===== config.mk =====
export PLATFORM = sky130hd
export DESIGN_NAME = inst_queue_nw_flat
export DESIGN_NICKNAME = d
export VERILOG_FILES = /design/src/rtl/inst_queue_nw_if.sv /design/src/rtl/inst_queue_nw.sv /design/src/flat_wrapper.sv
export SDC_FILE = /design/constraint.sdc
export NUM_CORES = 2
export LEC_CHECK = 0
export BUFFER_PORTS_ARGS = -buffer_cell sky130_fd_sc_hd__buf_2
export CAP_MARGIN = 20
export CORE_MARGIN = 2
export CORE_UTILIZATION = 29
export CTS_CLUSTER_DIAMETER = 120
export CTS_CLUSTER_SIZE = 30
export DETAILED_ROUTE_END_ITERATION = 10
export PLACE_DENSITY = 0.44
export SETUP_SLACK_MARGIN = 0.3
export SYNTH_ARGS = -nofsm -noshare
export SYNTH_HDL_FRONTEND = slang
export SYNTH_SLANG_ARGS = --single-unit

===== constraint.sdc =====
create_clock -name clk -period 10.8 [get_ports clk]
set_input_delay 2.16 -clock clk [delete_from_list [all_inputs] [get_ports clk]]
set_output_delay 2.16 -clock clk [all_outputs]
set_load 0.01 [all_outputs]

===== src/rtl/inst_queue_nw_if.sv =====
// inst_queue_nw_if: handshake bundle between IF (producer/consumer side) and
// the N-wide instruction queue.
//   flush       : discard queue contents (driven by the master)
//   in_valid    : per-lane enqueue valid, sparse patterns allowed
//   in_data     : per-lane payload, lane k = in_data[k]
//   in_ready    : whole in bundle accepted this cycle (combinational)
//   out_valid   : thermometer, bit k = (count > k)
//   out_data    : lane k = k-th oldest entry, zero when invalid
//   deq_cnt     : entries the consumer takes this cycle
//   count       : registered occupancy
//   almost_full : registered, free slots < AF_THRESH
//   err_deq     : sticky, consumer took more than count
interface inst_queue_nw_if #(
  parameter int ENQ_W  = 2,
  parameter int DEQ_W  = 2,
  parameter int DEPTH  = 16,
  parameter int DATA_W = 64
);
  localparam int CNT_W  = $clog2(DEPTH + 1);
  localparam int DCNT_W = $clog2(DEQ_W + 1);

  logic                               flush;
  logic [ENQ_W-1:0]                   in_valid;
  logic [ENQ_W-1:0][DATA_W-1:0]       in_data;
  logic                               in_ready;
  logic [DEQ_W-1:0]                   out_valid;
  logic [DEQ_W-1:0][DATA_W-1:0]       out_data;
  logic [DCNT_W-1:0]                  deq_cnt;
  logic [CNT_W-1:0]                   count;
  logic                               almost_full;
  logic                               err_deq;

  modport master (
    output flush, in_valid, in_data, deq_cnt,
    input  in_ready, out_valid, out_data, count, almost_full, err_deq
  );
  modport slave (
    input  flush, in_valid, in_data, deq_cnt,
    output in_ready, out_valid, out_data, count, almost_full, err_deq
  );
endinterface


===== src/rtl/inst_queue_nw.sv =====
// inst_queue_nw: parametrised N-wide instruction queue between IF and
// PreDecode. Up to ENQ_W sparse lanes are compacted and enqueued per cycle
// (all-or-nothing); up to DEQ_W oldest entries are presented with zero
// latency and the consumer reports how many it took.
//   clk, rst_n : clock, asynchronous active-low reset
//   q          : inst_queue_nw_if.slave bundle (see interface header)

// Per-dequeue-lane read address / valid generation.
module inst_queue_nw_rd_lane #(
  parameter int DEPTH = 16,
  parameter int LANE  = 0,
  parameter int PTR_W = 4,
  parameter int CNT_W = 5
) (
  input  logic [PTR_W-1:0] head,
  input  logic [CNT_W-1:0] count,
  output logic [PTR_W-1:0] slot,
  output logic             vld
);
  localparam int SUM_W = PTR_W + 1;
  logic [SUM_W-1:0] sum;

  // head < DEPTH and LANE < DEPTH, so one conditional subtract wraps.
  assign sum  = {1'b0, head} + SUM_W'(LANE);
  assign slot = (sum >= SUM_W'(DEPTH)) ? PTR_W'(sum - SUM_W'(DEPTH)) : sum[PTR_W-1:0];
  assign vld  = (count > CNT_W'(LANE));
endmodule

module inst_queue_nw #(
  parameter int ENQ_W     = 2,
  parameter int DEQ_W     = 2,
  parameter int DEPTH     = 16,
  parameter int DATA_W    = 64,
  parameter int AF_THRESH = 4
) (
  input  logic            clk,
  input  logic            rst_n,
  inst_queue_nw_if.slave  q
);
  localparam int PTR_W = (DEPTH > 1) ? $clog2(DEPTH) : 1;
  localparam int CNT_W = $clog2(DEPTH + 1);

  logic [DATA_W-1:0] mem [DEPTH];
  logic [PTR_W-1:0]  head, tail;
  logic [CNT_W-1:0]  count;
  logic              af, err;

  int                        n_in, eff_deq, count_nxt;
  logic                      in_ready, push, deq_err;
  logic [ENQ_W-1:0][PTR_W-1:0] wr_slot;

  // Pointer add modulo DEPTH; n never exceeds DEPTH so one subtract suffices.
  function automatic logic [PTR_W-1:0] wrap_add(input logic [PTR_W-1:0] p, input int n);
    int s;
    s = int'(p) + n;
    if (s >= DEPTH) s = s - DEPTH;
    return PTR_W'(s);
  endfunction

  always_comb begin
    n_in    = 0;
    wr_slot = '0;
    // Compaction: each valid lane's rank among lower valid lanes picks its slot.
    for (int k = 0; k < ENQ_W; k++) begin
      wr_slot[k] = wrap_add(tail, n_in);
      if (q.in_valid[k]) n_in = n_in + 1;
    end
    eff_deq = int'(q.deq_cnt);
    if (eff_deq > int'(count)) eff_deq = int'(count);
    if (eff_deq > DEQ_W)       eff_deq = DEQ_W;
    // Ready credits this cycle's dequeue, so a full queue can swap entries.
    in_ready  = (n_in <= DEPTH - int'(count) + eff_deq);
    push      = in_ready && (n_in > 0) && !q.flush;
    deq_err   = !q.flush && (int'(q.deq_cnt) > int'(count));
    count_nxt = q.flush ? 0 : int'(count) - eff_deq + (in_ready ? n_in : 0);
  end

  always_ff @(posedge clk or negedge rst_n) begin
    if (!rst_n) begin
      head  <= '0;
      tail  <= '0;
      count <= '0;
      af    <= (DEPTH < AF_THRESH);
      err   <= 1'b0;
    end else begin
      if (q.flush) begin
        head <= '0;
        tail <= '0;
      end else begin
        head <= wrap_add(head, eff_deq);
        if (in_ready) tail <= wrap_add(tail, n_in);
      end
      count <= CNT_W'(count_nxt);
      af    <= ((DEPTH - count_nxt) < AF_THRESH);
      err   <= err | deq_err;
    end
  end

  // Payload storage carries no reset; count gates visibility.
  always_ff @(posedge clk) begin
    if (push) begin
      for (int k = 0; k < ENQ_W; k++)
        if (q.in_valid[k]) mem[wr_slot[k]] <= q.in_data[k];
    end
  end

  logic [DEQ_W-1:0]              rd_vld;
  logic [DEQ_W-1:0][PTR_W-1:0]   rd_slot;
  logic [DEQ_W-1:0][DATA_W-1:0]  rd_data;

  for (genvar k = 0; k < DEQ_W; k++) begin : g_rd
    inst_queue_nw_rd_lane #(
      .DEPTH (DEPTH),
      .LANE  (k),
      .PTR_W (PTR_W),
      .CNT_W (CNT_W)
    ) u_lane (
      .head  (head),
      .count (count),
      .slot  (rd_slot[k]),
      .vld   (rd_vld[k])
    );
    assign rd_data[k] = rd_vld[k] ? mem[rd_slot[k]] : '0;
  end

  assign q.in_ready    = in_ready;
  assign q.out_valid   = rd_vld;
  assign q.out_data    = rd_data;
  assign q.count       = count;
  assign q.almost_full = af;
  assign q.err_deq     = err;
endmodule


===== src/flat_wrapper.sv =====
// flat-port wrapper written by rule: the top's interface ports become plain ports
module inst_queue_nw_flat 
#(
  parameter int ENQ_W     = 2,
  parameter int DEQ_W     = 2,
  parameter int DEPTH     = 16,
  parameter int DATA_W    = 64,
  parameter int AF_THRESH = 4
)
  (clk, rst_n, q_flush, q_in_valid, q_in_data, q_deq_cnt, q_in_ready, q_out_valid, q_out_data, q_count, q_almost_full, q_err_deq);
  inst_queue_nw_if #(.ENQ_W(ENQ_W), .DEQ_W(DEQ_W), .DEPTH(DEPTH), .DATA_W(DATA_W)) q_i ();
  input  logic clk;
  input  logic rst_n;
  input wire logic [$bits(q_i.flush)-1:0] q_flush;
  input wire logic [$bits(q_i.in_valid)-1:0] q_in_valid;
  input wire logic [$bits(q_i.in_data)-1:0] q_in_data;
  input wire logic [$bits(q_i.deq_cnt)-1:0] q_deq_cnt;
  output wire logic [$bits(q_i.in_ready)-1:0] q_in_ready;
  output wire logic [$bits(q_i.out_valid)-1:0] q_out_valid;
  output wire logic [$bits(q_i.out_data)-1:0] q_out_data;
  output wire logic [$bits(q_i.count)-1:0] q_count;
  output wire logic [$bits(q_i.almost_full)-1:0] q_almost_full;
  output wire logic [$bits(q_i.err_deq)-1:0] q_err_deq;
  assign q_i.flush = q_flush;
  assign q_i.in_valid = q_in_valid;
  assign q_i.in_data = q_in_data;
  assign q_i.deq_cnt = q_deq_cnt;
  assign q_in_ready = q_i.in_ready;
  assign q_out_valid = q_i.out_valid;
  assign q_out_data = q_i.out_data;
  assign q_count = q_i.count;
  assign q_almost_full = q_i.almost_full;
  assign q_err_deq = q_i.err_deq;
  inst_queue_nw #(.ENQ_W(ENQ_W), .DEQ_W(DEQ_W), .DEPTH(DEPTH), .DATA_W(DATA_W), .AF_THRESH(AF_THRESH)) u_core (.clk(clk), .rst_n(rst_n), .q(q_i));
endmodule

## Word-level counts from Yosys, hierarchy flattened

Memory sizes are Yosys's and may differ from the RTL's.
Index checks and enable logic that the tools add are counted.
Widths: inputs -> output; s select.

- Flip-flop bits (word level): 15
- Bits in latches: 0
- RAM bits: 1,024
- ROM bits: 0
- Input port bits: 135
- Output and inout bits: 138
- Logic and storage cells: 64
- Memories: 1

- Add/sub/neg operators: 16
- Multipliers: 0
- Divide/modulo/power cells: 0
- Magnitude comparators: 13
- Eq/ne operators: 0
- Shift operators: 0
- Mux-type cells: 23
- Bitwise gates (word level): 1
- Reduce and logical (&&, ||, !) cells: 5

Memory list:

| memory | depth | width | read ports | clocked after memory_dff | wr ports | RTL line | source |
|---|---|---|---|---|---|---|---|
| u_core.mem | 16 | 64 | 2 | 0 | 2 | inst_queue_nw.sv:43 | `logic [DATA_W-1:0] mem [DEPTH];` |

Operators by type and width:

| operator | count |
|---|---|
| $mux 64 | 2 |
| $mux 32 | 3 |
| $mux 4 | 9 |
| $add 32x32->32 | 1 |
| $add 32x6->32 | 1 |
| $add 5x32->32 | 1 |
| $ge 32x6->1 const B | 1 |
| $gt 32x1->1 const B | 1 |
| $le 32x32->1 | 1 |
| $lt 32x4->1 const B | 1 |
| $sub 6x32->32 const A | 1 |
| $sub 4x1->4 const B | 6 |
| $ge 4x5->1 const B | 2 |
| $ge 5x5->1 const B | 2 |
| $gt 5x1->1 const B | 2 |
| $mux 5 | 2 |
| $mux 1 | 7 |
| $add 4x5->6 | 1 |
| $ge 6x5->1 const B | 1 |
| $sub 5x5->6 | 1 |
| $sub 5x5->6 const A | 1 |
| $add 4x1->5 | 1 |
| $add 4x1->5 const B | 1 |
| $gt 2x5->1 | 1 |
| 6 further kinds | 8 |

## Depth between registers and ports, before layout

- Word-level depth: 11
- Gate-level depth with buffers: 32
- Mapped depth without buffers: 32

## Cells and area by module

From an unflattened synthesis, not the netlist that was laid out.

- Cells, all modules: 3,456
- Area total of the unflattened synthesis: 62,409.9 µm²

By module, submodules not included:

| module | instances | cells an instance | area each (µm²) | seq. area each (µm²) |
|---|---|---|---|---|
| inst_queue_nw | 1 | 3,443 | 62,321.0 | 31,124.9 |
| inst_queue_nw_rd_lane (u_core.g_rd[1].u_lane) | 1 | 6 | 46.3 | 0.0 |
| inst_queue_nw_rd_lane (u_core.g_rd[0].u_lane) | 1 | 7 | 42.5 | 0.0 |

## Least setup slack after synthesis

Ideal clock, no wire load.

- Path kind: input port to flip-flop
- From: input port q_deq_cnt[1]
- To: memory u_core.mem[0][0], enable pin
- Library setup time: 0.574 ns
- Data arrival time: 10.916 ns
- Data required time: 10.226 ns
- Path slack: -0.690 ns
- Cell stages on the path: 19
- Buffers on the path: 0
- Path through: ha_1 nor2b_1 o211ai_1 o31ai_1 ha_1 inv_1 fa_1 nand2b_1 a21oi_1 a21o_1 nand2_1 ha_1 or4b_1 nor3_1 nand3_1 or2_1 o22a_1 or4_1 o21ai_0

RTL lines:

| item | RTL line | source |
|---|---|---|
| from (decl) | flat_wrapper.sv:17 | `input wire logic [$bits(q_i.deq_cnt)-1:0] q_deq_cnt;` |
| to (decl) | inst_queue_nw.sv:43 |  |

## Final worst setup path

- From: input port q_deq_cnt[1]
- To: output port q_in_ready

- Cells in the longest elaborated chain, start to end: 6

RTL lines:

| item | RTL line | source |
|---|---|---|
| $gt 2x5->1 | inst_queue_nw.sv:69 | `if (eff_deq > int'(count)) eff_deq = int'(count);` |
| $mux 5 * | inst_queue_nw.sv:69 |  |
| $gt 5x2->1 | inst_queue_nw.sv:70 | `if (eff_deq > DEQ_W) eff_deq = DEQ_W;` |
| $mux 5 * | inst_queue_nw.sv:70 |  |
| $add 32x6->32 * | inst_queue_nw.sv:72 | `in_ready = (n_in <= DEPTH - int'(count) + eff_deq);` |
| $le 32x32->1 * | inst_queue_nw.sv:72 |  |
| to (decl) | flat_wrapper.sv:18 | `output wire logic [$bits(q_i.in_ready)-1:0] q_in_ready;` |

Mark *: on every way between the ends. The rest lies on a longest branch, timed or not.

==> metrics.cfg <==
[worst_setup_path]
critPathLaunch = q_deq_cnt[1]
criticalPathCategory = primary input to primary output
endpoint_kind = primary output
cp-start-kind = primary input
crit_fanout = 8
r2r_start = u_core.q.count[1]$_DFF_PN0_
worst-r2r-setup-slack_ns = 3.13
cp.arrival_ns = 6.99
required_ns = 8.64

[layout]
multi_input_area_sq_mm = 0.0294
fillers = 21000
syn_to_final_growth_pct = 9.25
fin_util = 0.318
fin_cells = 6485
fin_nets = 3798
regArea_sq_mm = 0.0311
layout-drive-gt1-share = 0.559

[placed_design]
gp_congestion = 0.733
dp_hpwl_mm = 124
port_buffers = 272
place_inst = 6405

[clock_network]
cts_setup_buffers = 0
cts_sinks = 1039
numCtsBuffers = 46
clk_pin_slew_ns = 0.10
cts_tree = yes
cts-htree-levels = 2
insertion_delay_ns = 0.72
cts_buffer_depth = 3
ctsResizeCount = 0
root_buffer = clkbuf_16
hold_buffers = 0

[routing]
drc = 0
dr_total_vias = 35400
drt-vias-per-instance = 5.47
drt_iter0_drc = 2884
routed_wl_mm = 210
drt_pass1_iterations = 5
ant_nets = 0
wl_per_cell_um = 32.5

[power]
peakVddDrop_mv = 0.262
power_density_mw_per_mm2 = 225
p_leak_uw = 0.0209

[yosys]
ys_top_cells_by_area = edfxtp_1, mux4_2, mux2_2, mux2_4, a211oi_1
synth_edf_count = 1024
synth_top_area_frac = 0.494
yosysWarnings = 0
ys_seq_area_frac = 0.500
synth_ff_type = edfxtp_1
synth-seq-cells = 1039
synth.distinct_cells = 51
async_flop_share = 0.0144
synthCells = 3617
syn_avg_cell_area_sq_um = 17.2
yosys.area.top_type = edfxtp_1
syn_area_sq_mm = 0.0622
synth_common_cells = edfxtp_1, mux2_2, mux4_2
yosysMostFrequentCell = edfxtp_1

[outcome]
outcome = completed

[die]
die_h_um = 467
core.rowCount = 170
die-width_um = 467
initial_core_util = 0.291
io_pins = 273
core_sq_mm = 0.214
dieArea_sq_mm = 0.218

[global_routing]
grt.total_usage = 0.190
grt_pass1_wl_mm = 297
grt_overflow = 0
grt_pass1_vias = 37200
antenna_found_initial = 39
grt_max_degree = 109

[sta]
rsz0062_at_grt = false
finalSetupViolCount = 0
hold_viol = 0
slew_headroom = 0.234
fin_crit_ns = 9.15
fmax_mhz = 109
period_share = 0.848
skew_ns = 0.0482
worstMarginPinSlew_ns = 1.15
finalMaxSlewViolations = 0

[worst_hold_path]
min_from = u_core.q.err_deq$_DFF_PN0_
hold_path_class = register to register

[run]
drv_cap = 0

==> flip-flops by register name, indices dropped and copies added, names as in the netlist <==
name                  cells
u_core.mem             1024
u_core.tail               4
u_core.q.err_deq          1
u_core.q.count            5
u_core.q.almost_full      1
u_core.head               4
==> critical path, cell delays in order <==
cell	delay, ns
buf_2	0.11
ha_1	0.28
nor2b_1	0.13
o211ai_1	0.16
o31ai_1	0.57
ha_1	0.28
inv_1	0.06
fa_1	0.44
nand2b_1	0.16
a21oi_1	0.22
a21o_1	0.19
nand2_1	0.07
ha_1	0.24
or4b_1	0.52
nor3_1	0.19
nand3_1	0.12
nor4_2	0.32
o22a_1	0.38
inv_1	0.18
buf_2	0.18
==> through the flow <==
stage / TNS [ns] / power, uW / area (sq um) / worst slack [ns] / hold slack (ns)
floorplan: -88.34 / 10200 / 62200 / -0.690 / 0.513
CTS: 0 / 15600 / 68000 / 1.70 / 0.503
global placement: 0 / 13300 / 66500 / 1.55 / 0.485
global route: 0 / 16100 / 68000 / 1.18 / 0.522
finish: 0 / 15300 / 68000 / 1.65 / 0.502
detailed placement: 0 / 13200 / 66500 / 1.52 / 0.470
==> cells in the final DEF (no fill, tap or decap), types with 13 or more instances in the layout <==
cell type	synthesis	final
mux4_2	576	576
o22ai_4	0	13
mux2_2	877	877
ha_1	40	39
buf_4	71	76
a211oi_1	128	128
nor2b_1	70	70
buf_2	26	272
clkbuf_16	0	47
mux2_4	98	98
mux2_1	51	51
buf_12	0	18
o21bai_4	0	13
mux2i_1	66	66
inv_1	24	23
nor2_1	19	19
and2_1	66	66
edfxtp_1	1024	1024
==> worst paths after layout <==
kind / endpoint / cells past startpoint
worst max-delay path: q_in_ready / 20
worst min-delay path: u_core.q.err_deq$_DFF_PN0_ / 1
worst max register to register: u_core.q.almost_full$_DFF_PN0_ / 31
worst min register to register: u_core.q.err_deq$_DFF_PN0_ / 1
max in group asynchronous: u_core.head[3]$_DFF_PN0_ / 1
min in group asynchronous: u_core.tail[2]$_DFFE_PN0P_ / 1
==> per-layer routing <==
metal,part of all wire,GRT usage
met1,0.46,0.269
met2,0.47,0.307
met3,0.052,0.0357
met4,0.017,0.0315
met5,0.00086,0
==> power breakdown <==
part	internal (uW)	leakage, uW	switching [uW]	total (uW)
combinational	3630	0.0108	4430	8060
clock	867	0.000711	1460	2330
sequential	4670	0.00942	222	4890
==> cell type report <==
cell class / count / share of cell area
flip-flops and latches: 1039 / 0.458
well taps: 2838 / 0.0522
clock buffers: 50 / 0.0175
inverters: 24 / 0.00136
diodes: 4 / 0.000147
multi-input cells: 2138 / 0.433
repair buffers: 368 / 0.0339
clock inverters: 24 / 0.00392
==> kinds of logic (layout without fill, tap and decap cells) <==
logic type,Yosys count,after routing,share of synthesized area
mux,1668,1668,0.411
fa+ha+maj,46,46,0.00997
xor+xnor,12,12,0.00169
other cells,2,12,0.000121
compound gates,193,193,0.0225
buf+inv,446,466,0.0344
simple gates,211,211,0.0205
flops,1039,1039,0.500
No activity file was read; power rests on OpenSTA's default activity.
